<file path="src/rtl/mem_fu_ctrl_pkg.sv">
// Shared definitions for the memory functional-unit controller:
// FSM state encoding, RISC-V load/store funct3 codes, the load/store
// flag encoding shared with the issue queue, and the alignment helper.
package mem_fu_ctrl_pkg;

    typedef enum logic [1:0] {
        ST_IDLE   = 2'd0,
        ST_ACCESS = 2'd1,
        ST_WB     = 2'd2,
        ST_DRAIN  = 2'd3
    } mem_fu_state_t;

    // funct3 encodings; loads and stores share the size field in bits [1:0]
    localparam logic [2:0] MEM_LB  = 3'd0;
    localparam logic [2:0] MEM_LH  = 3'd1;
    localparam logic [2:0] MEM_LW  = 3'd2;
    localparam logic [2:0] MEM_LBU = 3'd4;
    localparam logic [2:0] MEM_LHU = 3'd5;
    localparam logic [2:0] MEM_SB  = 3'd0;
    localparam logic [2:0] MEM_SH  = 3'd1;
    localparam logic [2:0] MEM_SW  = 3'd2;

    // ls field as carried by the issue queue
    localparam logic IS_LOAD  = 1'b0;
    localparam logic IS_STORE = 1'b1;

    // Access size field (funct3[1:0]): 0 = byte, 1 = half, 2 = word
    localparam logic [1:0] SZ_BYTE = 2'd0;
    localparam logic [1:0] SZ_HALF = 2'd1;

    // True when the access does not fit naturally inside its aligned slot
    function automatic logic is_misaligned(input logic [1:0] size,
                                           input logic [1:0] off);
        logic mis;
        mis = 1'b0;
        if (size == SZ_HALF)
            mis = off[0];
        else if (size != SZ_BYTE)
            mis = (off != 2'b00);
        return mis;
    endfunction

endpackage

</file>
<file path="src/rtl/mem_fu_ctrl_if.sv">
// Bus bundle around the memory FU controller: issue-side request and
// flush, data-memory port, and CDB request/grant. The controller uses
// the slave view; the surrounding pipeline (or a bench) uses master.
interface mem_fu_ctrl_if #(
    parameter int XLEN      = 32,
    parameter int ROB_TAG_W = 5
);
    logic                 flush;
    logic                 req_valid;
    logic                 req_ls;
    logic [2:0]           req_mem_op;
    logic [XLEN-1:0]      req_rs1;
    logic [XLEN-1:0]      req_rs2;
    logic [XLEN-1:0]      req_offset;
    logic [ROB_TAG_W-1:0] req_rob_tag;
    logic                 backpressure;

    logic [XLEN-1:0]      dmem_addr;
    logic [3:0]           dmem_rmask;
    logic [3:0]           dmem_wmask;
    logic [XLEN-1:0]      dmem_wdata;
    logic [XLEN-1:0]      dmem_rdata;
    logic                 dmem_resp;

    logic                 cdb_req;
    logic                 cdb_gnt;
    logic [ROB_TAG_W-1:0] cdb_rob_tag;
    logic [XLEN-1:0]      cdb_data;
    logic                 cdb_exc;

    modport master (
        output flush, req_valid, req_ls, req_mem_op, req_rs1, req_rs2,
               req_offset, req_rob_tag, dmem_rdata, dmem_resp, cdb_gnt,
        input  backpressure, dmem_addr, dmem_rmask, dmem_wmask, dmem_wdata,
               cdb_req, cdb_rob_tag, cdb_data, cdb_exc
    );

    modport slave (
        input  flush, req_valid, req_ls, req_mem_op, req_rs1, req_rs2,
               req_offset, req_rob_tag, dmem_rdata, dmem_resp, cdb_gnt,
        output backpressure, dmem_addr, dmem_rmask, dmem_wmask, dmem_wdata,
               cdb_req, cdb_rob_tag, cdb_data, cdb_exc
    );
endinterface

</file>
<file path="src/rtl/mem_fu_ctrl_lane_align.sv">
// mem_lane_align: purely combinational byte-lane logic for the memory FU.
// Request side builds the byte mask and lane-shifted store data from the
// access size and address offset; response side shifts the read word down
// and sign/zero-extends it according to the load funct3.
module mem_lane_align
    import mem_fu_ctrl_pkg::*;
#(
    parameter int XLEN = 32
) (
    input  logic            ls,
    input  logic [1:0]      size,
    input  logic [1:0]      off,
    input  logic [XLEN-1:0] st_data,
    output logic [3:0]      rmask,
    output logic [3:0]      wmask,
    output logic [XLEN-1:0] wdata,
    input  logic [2:0]      ld_op,
    input  logic [1:0]      ld_off,
    input  logic [XLEN-1:0] rdata,
    output logic [XLEN-1:0] ld_result
);

    // Sign- or zero-extend the low lane(s) of an already right-aligned word
    function automatic logic [XLEN-1:0] extend(input logic [2:0] op,
                                               input logic [XLEN-1:0] v);
        logic signed [7:0]  sb;
        logic signed [15:0] sh;
        logic [XLEN-1:0]    r;
        sb = v[7:0];
        sh = v[15:0];
        case (op)
            MEM_LB:  r = {{(XLEN-8){sb[7]}}, sb};
            MEM_LH:  r = {{(XLEN-16){sh[15]}}, sh};
            MEM_LBU: r = {{(XLEN-8){1'b0}}, v[7:0]};
            MEM_LHU: r = {{(XLEN-16){1'b0}}, v[15:0]};
            default: r = v;
        endcase
        return r;
    endfunction

    logic [3:0]      mask;
    logic [XLEN-1:0] rd_shifted;

    // Request-side mask and store-data lane placement; oversize masks truncate to 4 bits
    always_comb begin
        case (size)
            2'd0:    mask = 4'b0001 << off;
            2'd1:    mask = 4'b0011 << off;
            default: mask = 4'b1111;
        endcase
        rmask = (ls == IS_LOAD)  ? mask : 4'b0000;
        wmask = (ls == IS_STORE) ? mask : 4'b0000;
        wdata = st_data << {off, 3'b000};
    end

    // Response-side lane extraction and extension
    always_comb begin
        rd_shifted = rdata >> {ld_off, 3'b000};
        ld_result  = extend(ld_op, rd_shifted);
    end

endmodule

</file>
<file path="src/rtl/mem_fu_ctrl.sv">
// mem_fu_ctrl: sequencing controller for the single memory functional unit.
// Accepts one issued load/store at a time, drives a registered data-memory
// request until the response, then offers the result on the CDB until
// granted. Flush drops the result; an in-flight access is drained first.
// Optional build macro MEM_MISALIGN_TRAP_EN: misaligned half/word accesses
// bypass memory and report cdb_exc=1 with the effective address as data.
module mem_fu_ctrl
    import mem_fu_ctrl_pkg::*;
#(
    parameter int XLEN      = 32,
    parameter int ROB_TAG_W = 5
) (
    input  logic         clk,
    input  logic         rst_n,
    mem_fu_ctrl_if.slave bus
);

    mem_fu_state_t        state, state_nxt;
    logic [XLEN-1:0]      ea;
    logic                 accept;
    logic                 trap;
    logic                 resp_done;

    // Packet fields held for the response side
    logic                 ls_p1;
    logic [2:0]           op_p1;
    logic [1:0]           off_p1;
    logic [ROB_TAG_W-1:0] tag_p1;

    // Registered memory request
    logic [XLEN-1:0]      addr_p1;
    logic [3:0]           rmask_p1;
    logic [3:0]           wmask_p1;
    logic [XLEN-1:0]      wdata_p1;

    // Result waiting for the CDB
    logic [XLEN-1:0]      result_p2;
`ifdef MEM_MISALIGN_TRAP_EN
    logic                 exc_p2;
`endif

    logic [3:0]           al_rmask;
    logic [3:0]           al_wmask;
    logic [XLEN-1:0]      al_wdata;
    logic [XLEN-1:0]      ld_result;

    assign ea        = bus.req_rs1 + bus.req_offset;
    assign accept    = (state == ST_IDLE) && bus.req_valid && !bus.flush;
    assign resp_done = bus.dmem_resp && ((state == ST_ACCESS) || (state == ST_DRAIN));

`ifdef MEM_MISALIGN_TRAP_EN
    assign trap = is_misaligned(bus.req_mem_op[1:0], ea[1:0]);
`else
    assign trap = 1'b0;
`endif

    mem_lane_align #(.XLEN(XLEN)) u_align (
        .ls        (bus.req_ls),
        .size      (bus.req_mem_op[1:0]),
        .off       (ea[1:0]),
        .st_data   (bus.req_rs2),
        .rmask     (al_rmask),
        .wmask     (al_wmask),
        .wdata     (al_wdata),
        .ld_op     (op_p1),
        .ld_off    (off_p1),
        .rdata     (bus.dmem_rdata),
        .ld_result (ld_result)
    );

    // State register
    always_ff @(posedge clk or negedge rst_n) begin
        if (!rst_n) state <= ST_IDLE;
        else        state <= state_nxt;
    end

    // Next-state: flush in WB drops the result, flush in ACCESS drains the access
    always_comb begin
        state_nxt = state;
        case (state)
            ST_IDLE: begin
                if (accept) state_nxt = trap ? ST_WB : ST_ACCESS;
            end
            ST_ACCESS: begin
                if (bus.dmem_resp)  state_nxt = bus.flush ? ST_IDLE : ST_WB;
                else if (bus.flush) state_nxt = ST_DRAIN;
            end
            ST_WB: begin
                if (bus.flush || bus.cdb_gnt) state_nxt = ST_IDLE;
            end
            ST_DRAIN: begin
                if (bus.dmem_resp) state_nxt = ST_IDLE;
            end
            default: state_nxt = ST_IDLE;
        endcase
    end

    // Outputs decoded from state; CDB fields read as zero outside WB
    always_comb begin
        bus.backpressure = (state != ST_IDLE);
        bus.cdb_req      = (state == ST_WB);
        bus.cdb_rob_tag  = (state == ST_WB) ? tag_p1    : '0;
        bus.cdb_data     = (state == ST_WB) ? result_p2 : '0;
`ifdef MEM_MISALIGN_TRAP_EN
        bus.cdb_exc      = (state == ST_WB) && exc_p2;
`else
        bus.cdb_exc      = 1'b0;
`endif
    end

    // ---- stage p1: latch the accepted packet ----
    always_ff @(posedge clk) begin
        if (accept) begin
            ls_p1  <= bus.req_ls;
            op_p1  <= bus.req_mem_op;
            off_p1 <= ea[1:0];
            tag_p1 <= bus.req_rob_tag;
        end
    end

    // Memory request registers: load on accept, hold through the response cycle, then clear
    always_ff @(posedge clk or negedge rst_n) begin
        if (!rst_n) begin
            addr_p1  <= '0;
            rmask_p1 <= '0;
            wmask_p1 <= '0;
            wdata_p1 <= '0;
        end else if (accept && !trap) begin
            addr_p1  <= {ea[XLEN-1:2], 2'b00};
            rmask_p1 <= al_rmask;
            wmask_p1 <= al_wmask;
            wdata_p1 <= al_wdata;
        end else if (resp_done) begin
            addr_p1  <= '0;
            rmask_p1 <= '0;
            wmask_p1 <= '0;
            wdata_p1 <= '0;
        end
    end

    assign bus.dmem_addr  = addr_p1;
    assign bus.dmem_rmask = rmask_p1;
    assign bus.dmem_wmask = wmask_p1;
    assign bus.dmem_wdata = wdata_p1;

    // ---- stage p2: capture the CDB result ----
    always_ff @(posedge clk) begin
        if (accept && trap) begin
            result_p2 <= ea;
`ifdef MEM_MISALIGN_TRAP_EN
            exc_p2    <= 1'b1;
`endif
        end else if ((state == ST_ACCESS) && bus.dmem_resp) begin
            result_p2 <= (ls_p1 == IS_STORE) ? '0 : ld_result;
`ifdef MEM_MISALIGN_TRAP_EN
            exc_p2    <= 1'b0;
`endif
        end
    end

endmodule

</file>
<file path="src/flat_wrapper.sv">
// flat-port wrapper written by rule: the top's interface ports become plain ports
module mem_fu_ctrl_flat import mem_fu_ctrl_pkg::*;
#(
    parameter int XLEN      = 32,
    parameter int ROB_TAG_W = 5
)
  (clk, rst_n, bus_flush, bus_req_valid, bus_req_ls, bus_req_mem_op, bus_req_rs1, bus_req_rs2, bus_req_offset, bus_req_rob_tag, bus_dmem_rdata, bus_dmem_resp, bus_cdb_gnt, bus_backpressure, bus_dmem_addr, bus_dmem_rmask, bus_dmem_wmask, bus_dmem_wdata, bus_cdb_req, bus_cdb_rob_tag, bus_cdb_data, bus_cdb_exc);
  mem_fu_ctrl_if #(.XLEN(XLEN), .ROB_TAG_W(ROB_TAG_W)) bus_i ();
  input  logic clk;
  input  logic rst_n;
  input wire logic [$bits(bus_i.flush)-1:0] bus_flush;
  input wire logic [$bits(bus_i.req_valid)-1:0] bus_req_valid;
  input wire logic [$bits(bus_i.req_ls)-1:0] bus_req_ls;
  input wire logic [$bits(bus_i.req_mem_op)-1:0] bus_req_mem_op;
  input wire logic [$bits(bus_i.req_rs1)-1:0] bus_req_rs1;
  input wire logic [$bits(bus_i.req_rs2)-1:0] bus_req_rs2;
  input wire logic [$bits(bus_i.req_offset)-1:0] bus_req_offset;
  input wire logic [$bits(bus_i.req_rob_tag)-1:0] bus_req_rob_tag;
  input wire logic [$bits(bus_i.dmem_rdata)-1:0] bus_dmem_rdata;
  input wire logic [$bits(bus_i.dmem_resp)-1:0] bus_dmem_resp;
  input wire logic [$bits(bus_i.cdb_gnt)-1:0] bus_cdb_gnt;
  output wire logic [$bits(bus_i.backpressure)-1:0] bus_backpressure;
  output wire logic [$bits(bus_i.dmem_addr)-1:0] bus_dmem_addr;
  output wire logic [$bits(bus_i.dmem_rmask)-1:0] bus_dmem_rmask;
  output wire logic [$bits(bus_i.dmem_wmask)-1:0] bus_dmem_wmask;
  output wire logic [$bits(bus_i.dmem_wdata)-1:0] bus_dmem_wdata;
  output wire logic [$bits(bus_i.cdb_req)-1:0] bus_cdb_req;
  output wire logic [$bits(bus_i.cdb_rob_tag)-1:0] bus_cdb_rob_tag;
  output wire logic [$bits(bus_i.cdb_data)-1:0] bus_cdb_data;
  output wire logic [$bits(bus_i.cdb_exc)-1:0] bus_cdb_exc;
  assign bus_i.flush = bus_flush;
  assign bus_i.req_valid = bus_req_valid;
  assign bus_i.req_ls = bus_req_ls;
  assign bus_i.req_mem_op = bus_req_mem_op;
  assign bus_i.req_rs1 = bus_req_rs1;
  assign bus_i.req_rs2 = bus_req_rs2;
  assign bus_i.req_offset = bus_req_offset;
  assign bus_i.req_rob_tag = bus_req_rob_tag;
  assign bus_i.dmem_rdata = bus_dmem_rdata;
  assign bus_i.dmem_resp = bus_dmem_resp;
  assign bus_i.cdb_gnt = bus_cdb_gnt;
  assign bus_backpressure = bus_i.backpressure;
  assign bus_dmem_addr = bus_i.dmem_addr;
  assign bus_dmem_rmask = bus_i.dmem_rmask;
  assign bus_dmem_wmask = bus_i.dmem_wmask;
  assign bus_dmem_wdata = bus_i.dmem_wdata;
  assign bus_cdb_req = bus_i.cdb_req;
  assign bus_cdb_rob_tag = bus_i.cdb_rob_tag;
  assign bus_cdb_data = bus_i.cdb_data;
  assign bus_cdb_exc = bus_i.cdb_exc;
  mem_fu_ctrl #(.XLEN(XLEN), .ROB_TAG_W(ROB_TAG_W)) u_core (.clk(clk), .rst_n(rst_n), .bus(bus_i));
endmodule
</file>
<file path="config.mk">
export PLATFORM = sky130hd
export DESIGN_NAME = mem_fu_ctrl_flat
export DESIGN_NICKNAME = d
export VERILOG_FILES = /design/src/rtl/mem_fu_ctrl_pkg.sv /design/src/rtl/mem_fu_ctrl_if.sv /design/src/rtl/mem_fu_ctrl_lane_align.sv /design/src/rtl/mem_fu_ctrl.sv /design/src/flat_wrapper.sv
export SDC_FILE = /design/constraint.sdc
export NUM_CORES = 1
export LEC_CHECK = 0
export BUFFER_PORTS_ARGS = -buffer_cell sky130_fd_sc_hd__buf_2
export CORE_ASPECT_RATIO = 0.8
export CORE_MARGIN = 4
export CORE_UTILIZATION = 37
export CTS_CLUSTER_SIZE = 28
export DETAILED_ROUTE_END_ITERATION = 7
export GPL_ROUTABILITY_DRIVEN = 0
export MAX_ROUTING_LAYER = met4
export PLACE_DENSITY = 0.61
export SLEW_MARGIN = 15
export SYNTH_ARGS = -nofsm -noshare
export SYNTH_HDL_FRONTEND = slang
export SYNTH_SLANG_ARGS = --single-unit
</file>
<file path="constraint.sdc">
create_clock -name clk -period 3.2 [get_ports clk]
set_input_delay 0.16 -clock clk [delete_from_list [all_inputs] [get_ports clk]]
set_output_delay 0.16 -clock clk [all_outputs]
set_load 0.01 [all_outputs]
</file>
-- Yosys cells after proc, flatten, opt, wreduce, memory -nomap -nowiden
Cells that the tools add are included.
- bits in registers: 117
- input port bits: 143
- output and inout bits: 112
- add/sub/neg operators: 1
- equality and inequality tests: 11
- shifts and indexed selects: 4
- muxes and demuxes: 19
- reduce and logical (&&, ||, !) cells: 13
- operators by type and width (kind ; number):
    32-bit two-way mux ; 4
    32-bit one-hot mux with 4 select lines ; 1
    32-bit adder ; 1
    32-bit by 5-bit << shifter with 32-bit output ; 1
    32-bit by 5-bit >> shifter with 32-bit output ; 1
    4-bit two-way mux ; 5
    2-bit two-way mux ; 6
    2-bit one-hot mux with 4 select lines ; 1
    4-bit one-hot mux with 2 select lines ; 1
    3-bit equality test (second input constant) ; 2
    5-bit two-way mux ; 1
    2-bit by 1-bit equality test with 1-bit output (second input constant) ; 2
    2-bit equality test (second input constant) ; 2
    1-bit logical AND ; 4
    2-bit zero test ; 2
    2-bit by 1-bit inequality test with 1-bit output (second input constant) ; 2
    4-bit AND reduction ; 1
    2-bit nonzero test ; 2
    1-bit by 2-bit << shifter with 4-bit output (first input constant) ; 1
    2-bit by 2-bit << shifter with 4-bit output (first input constant) ; 1
    3-bit by 1-bit equality test with 1-bit output (second input constant) ; 1
    3-bit zero test ; 1
    3-bit inequality test (second input constant) ; 1
    1-bit logical OR ; 2
    other kinds (2) ; 2

-- Logic depth before layout (Yosys ltp)
- depth after elaboration: 5
- gate-level depth with buffers: 10
- gate-level depth less buffers: 10

-- Hierarchy
From an unflattened synthesis, not the netlist that was laid out.
- cells, all modules: 772
- area, all modules: 7434.6 sq um
- by module, submodules not included (module ; instances ; cells each ; area an instance (sq um) ; seq. area each (sq um)):
    mem_fu_ctrl ; 1 ; 565 ; 6152.2 ; 3093.0
    mem_lane_align ; 1 ; 207 ; 1282.5 ; 0.0

-- Worst setup path before layout
No wires, ideal clock.
- path kind: register -> register
- from: register u_core.state[0]
- to: register u_core.result_p2[0] (enable)
- data arrival time: 1834 ps
- data required time: 2779 ps
- path slack: 945 ps
- stages on the path, launching flop included: 3
- buffers on the path: 0
- period minus slack after synthesis: 2255 ps
- path through: dfrtp_1 nand2_1 nor2_1
- longest elaborated chain between the ends: 2
- RTL lines (item ; RTL line ; source):
    start, declared ; mem_fu_ctrl.sv:18 ; mem_fu_state_t state, state_nxt;
    start signal, assigned ; mem_fu_ctrl.sv:74 ; else state <= state_nxt;
    2-bit by 1-bit equality test with 1-bit output ; mem_fu_ctrl.sv:153 ; end else if ((state == ST_ACCESS) && bus.dmem_resp) begin
    1-bit logical AND ; mem_fu_ctrl.sv:153 ;
    end signal, assigned ; mem_fu_ctrl.sv:154 ; result_p2 <= (ls_p1 == IS_STORE) ? '0 : ld_result;
    end, declared ; mem_fu_ctrl.sv:37 ; logic [XLEN-1:0] result_p2;
No other way between the ends.
A chain may end at the register's enable or synchronous reset.

-- Final worst setup path
- from: register u_core.off_p1[1]
- to: register u_core.result_p2[27], data pin
- longest elaborated chain between the ends: 2
- RTL lines (item ; RTL line ; source):
    start, declared ; mem_fu_ctrl.sv:27 ; logic [1:0] off_p1;
    start signal, assigned ; mem_fu_ctrl.sv:116 ; off_p1 <= ea[1:0];
    32-bit by 5-bit >> shifter with 32-bit output ; mem_fu_ctrl_lane_align.sv:58 ; rd_shifted = rdata >> {ld_off, 3'b000};
    32-bit one-hot mux with 4 select lines ; mem_fu_ctrl_lane_align.sv:31 ; case (op)
No other way between the ends.

==> metrics.yaml <==
power:
  vdd.ir_drop.worst_uv: 363.9
  pwr_density_cell_mw_per_mm2: 578.8
  power.static_leakage_nw: 4.486
floorplanning:
  core_area_mm2: 0.01892
  pin_count: 255
  row_count: 45
  initial_core_util_pct: 37.62
  fp.dieArea_mm2: 0.02153
  height_of_the_die_um: 132.0
  dieWidth_um: 163.1
clock_tree:
  cts-root-to-sink-buffers: 2
  tritoncts: "yes"
  postCtsSetupRepairBufs: 0
  clockRootBuffer: "sky130_fd_sc_hd__clkbuf_16"
  clk_transition_reported_paths_ns: 0.06
  cts_inserted_buffers: 17
  htreeDepth: 4
  tritoncts_num_sinks: 115
  clk-insertion-delay-late_ns: 0.42
finish:
  layout.cells.most_common: "sky130_fd_sc_hd__buf_2"
  layout.cell_area.non_filler_mm2: 0.009328
  insertedDiodeCount: 0
  layout_common_cells: "250 x sky130_fd_sc_hd__buf_2, 133 x sky130_fd_sc_hd__nand2_1, 72 x sky130_fd_sc_hd__dfrtp_1"
  post_route_cells_drive_above_1_share_pct: 31.08
  final_nets: 1198
  synthToLayoutAreaGrowth_pct: 31.07
global_routing:
  via_count_of_the_first_global_routing_pass: 6464
  use_met3_pct: 5.252
  grt_max_degree: 73
  number_of_antenna_violations_at_the_first_check_in_global_routing: 0
  gr-max-usage-layer: "met2"
  grtUsageTotal_pct: 21.09
  overflow: 0
  grt_first_pass_wirelength_um: 35310
  grt_use_met1_pct: 28.98
  grtUsageMet2_pct: 31.91
sta:
  final_cycle_utilization_of_the_critical_path_pct: 71.92
  layout_min_cycle_time_ns: 2.301
  max_transition_margin_pct: 27.41
  timing_hold_violations_final: 0
  slew_violations: 0
  worst_pin_slew_ns: 1.089
  fmaxAchievable_mhz: 434.5
  final-setup-viol-count: 0
  rsz_0062_raised_after_global_routing: "no"
  fin_tns_setup_ns: 0
  clock-skew-final_ns: 0.01403
setup_path:
  r2r_slack_ns: 0.90
  worst-endpoint-arrival_ns: 2.41
  worstSetupPathType: "flop to flop"
  timing.critical_path.slowest_stage_cell: "sky130_fd_sc_hd__or3_1"
  reg2reg_to: "u_core.result_p2[27]$_SDFFCE_PP0P_"
  reg2regPathDepth: 8
  crit_path_frequent_cell: "sky130_fd_sc_hd__a21oi_1"
  crit_path_max_incr_delay_ns: 0.44
  crit_chain: "buf_4, mux2i_1, nand2_1, o21ai_1, nor2_1, a21oi_1, or3_1, a21oi_1"
  crit_path_end_kind: "flop"
  cp.required_ns: 3.31
  regToRegStartpoint: "u_core.off_p1[1]$_DFFE_PP_"
  start_kind: "flop"
  critical_path_fanout_max: 24
synth:
  syn-instance-count: 775
  ys_async_sr_fraction_pct: 62.61
  seq_area_frac_synth_pct: 43.46
  ys_types: 64
  synth.largest_area_cell: "sky130_fd_sc_hd__dfrtp_1"
  synth_top_area_share_pct: 25.32
  synth-edff-count: 43
  cells_taking_the_most_area_after_synthesis: "sky130_fd_sc_hd__dfrtp_1 25%, sky130_fd_sc_hd__edfxtp_1 18%, sky130_fd_sc_hd__nand2_1 7.0%, sky130_fd_sc_hd__ha_1 5.5%, sky130_fd_sc_hd__a21oi_1 5.1%"
  synth_top_flop_cell: "sky130_fd_sc_hd__dfrtp_1"
  synth.yosys.warnings: 0
  syn_area_per_cell_um2: 9.183
  post_synth_instance_area_mm2: 0.007117
  synth-seq-cells: 115
route:
  drtIter0Drc: 557
  antenna_violating_nets_post_route: 0
  detailroute.via_count: 6722
  drt-wirelength-per-cell_um: 17.30
  finalWirelength_um: 22380
  drc_errors: 0
  route.detailed.vias_per_inst: 5.195
  drt_pass1_iterations: 5
run:
  timing.max_cap.violations: 0
placed_design:
  port_buffers: 251
  detailed_place_hpwl_um: 16800
  dpl_cell_area_mm2: 0.008616
min_path:
  worst_hold_path.endpoint: "u_core.bus.dmem_wdata[5]$_DFFE_PN0P_"
  min_delay_path_depth: 2
  worst_hold_path_type: "primary input to flop"
  min-delay-start: "bus_req_rs2[5]"
outcome:
  run_status: "finished, final reports clean"
## critical path: cells and delay by family, from the launching register on
kind                   cells  cell delay [ns]
multiplexers               1             0.27
AO/OA/AOI/OAI              3             0.44
AND/OR/NAND/NOR            3             0.57
buffers and inverters      1             0.31
flip-flops                 1             0.39
## timing repair
| action | in CTS | in global routing |
|---|---|---|
| hold endpoints to repair | 83 | 0 |
| gates resized for setup | 0 | 0 |
| hold buffers | 12 | 0 |
## through the flow
stage	util (%)	hold WS (ns)	std cells	worst slack, ns	power [W]
after detailed placement	45.54	0.3385	1250	0.6562	0.003509
after global placement	45.54	0.3377	1250	0.7261	0.003500
final	49.31	0.02373	1294	0.8987	0.005399
after floorplan	-	-0.1356	777	0.9454	0.002835
after global routing	49.31	0.004777	1294	0.6649	0.005714
after CTS	49.31	0.005184	1294	0.8838	0.005453
## sequential cells by signal, indices dropped and copies added (netlist names), 2 cells and up
register and flops:
u_core.state 2, u_core.tag_p1 5, u_core.off_p1 2, u_core.op_p1 3, u_core.bus.dmem_rmask 4, u_core.bus.dmem_wmask 4
u_core.bus.dmem_addr 30, u_core.result_p2 32, u_core.bus.dmem_wdata 32
## cell usage after synthesis (all sizes together), types with 3 or more instances
cell,count
nand2,133
a21oi,72
dfrtp,72
o21ai,72
edfxtp,43
and2,37
mux2i,36
nor2,36
clkbuf,32
ha,31
a211oi,17
buf,17
inv,14
nand3,13
nor2b,13
nor3,12
xnor2,12
xor2,11
a22o,10
mux2,10
o31ai,9
a32o,8
a21o,5
or2,5
a22oi,4
nand4,4
nor4,4
o211ai,4
o21a,4
a31oi,3
and3,3
o221ai,3
or3,3
or4,3
## power by group
group | internal (W) | switching (W) | total, W
combinational | 0.000621 | 0.000910 | 0.00153
sequential | 0.00180 | 0.000153 | 0.00195
clock | 0.00114 | 0.000772 | 0.00191
total | 0.00356 | 0.00184 | 0.00540
## logic make-up after synthesis
kind of cell / after synthesis / synth area share, %
and+or+nand+nor: 270 / 17.67
AOI/OAI and AO/OA: 224 / 19.95
DFF: 115 / 43.46
buffers and inverters: 64 / 3.657
muxes: 46 / 6.646
adders and majority gates: 32 / 5.731
xor gates and xnor gates: 23 / 2.830
other: 1 / 0.05269
## final cells by class
type / count / area (µm²)
sequential: 115 / 3093
clock buffer: 18 / 450.4
tap: 258 / 322.8
multi-input combinational: 598 / 3787
fill: 1850 / 9590
timing repair buffer: 276 / 1476
inverter: 15 / 56.30
clock inverter: 14 / 141.4
## how the worst max path moves through the flow
| stage | depth (start not counted) | from | slack, ns | endpoint |
|---|---|---|---|---|
| 6_report | 8 | u_core.off_p1[1]$_DFFE_PP_ | 0.90 | u_core.result_p2[27]$_SDFFCE_PP0P_ |
| 5_1_grt | 8 | u_core.off_p1[1]$_DFFE_PP_ | 0.66 | u_core.result_p2[27]$_SDFFCE_PP0P_ |
| 4_1_cts | 8 | u_core.off_p1[1]$_DFFE_PP_ | 0.88 | u_core.result_p2[27]$_SDFFCE_PP0P_ |
| 3_5_place_dp | 7 | bus_req_offset[0] | 0.66 | u_core.bus.dmem_wdata[5]$_DFFE_PN0P_ |
| 3_3_place_gp | 7 | bus_req_offset[0] | 0.73 | u_core.bus.dmem_wdata[7]$_DFFE_PN0P_ |
| 2_1_floorplan | 2 | u_core.state[0]$_DFFE_PN0P_ | 0.95 | u_core.result_p2[0]$_SDFFCE_PP0P_ |
## per-layer routing
layer	part of all wire, %	up-vias
met5	0	-
met4	0.94	0
met3	6.7	12
met2	46	224
met1	46	3195
li1	-	3291
(Power assumes the default switching activity.)
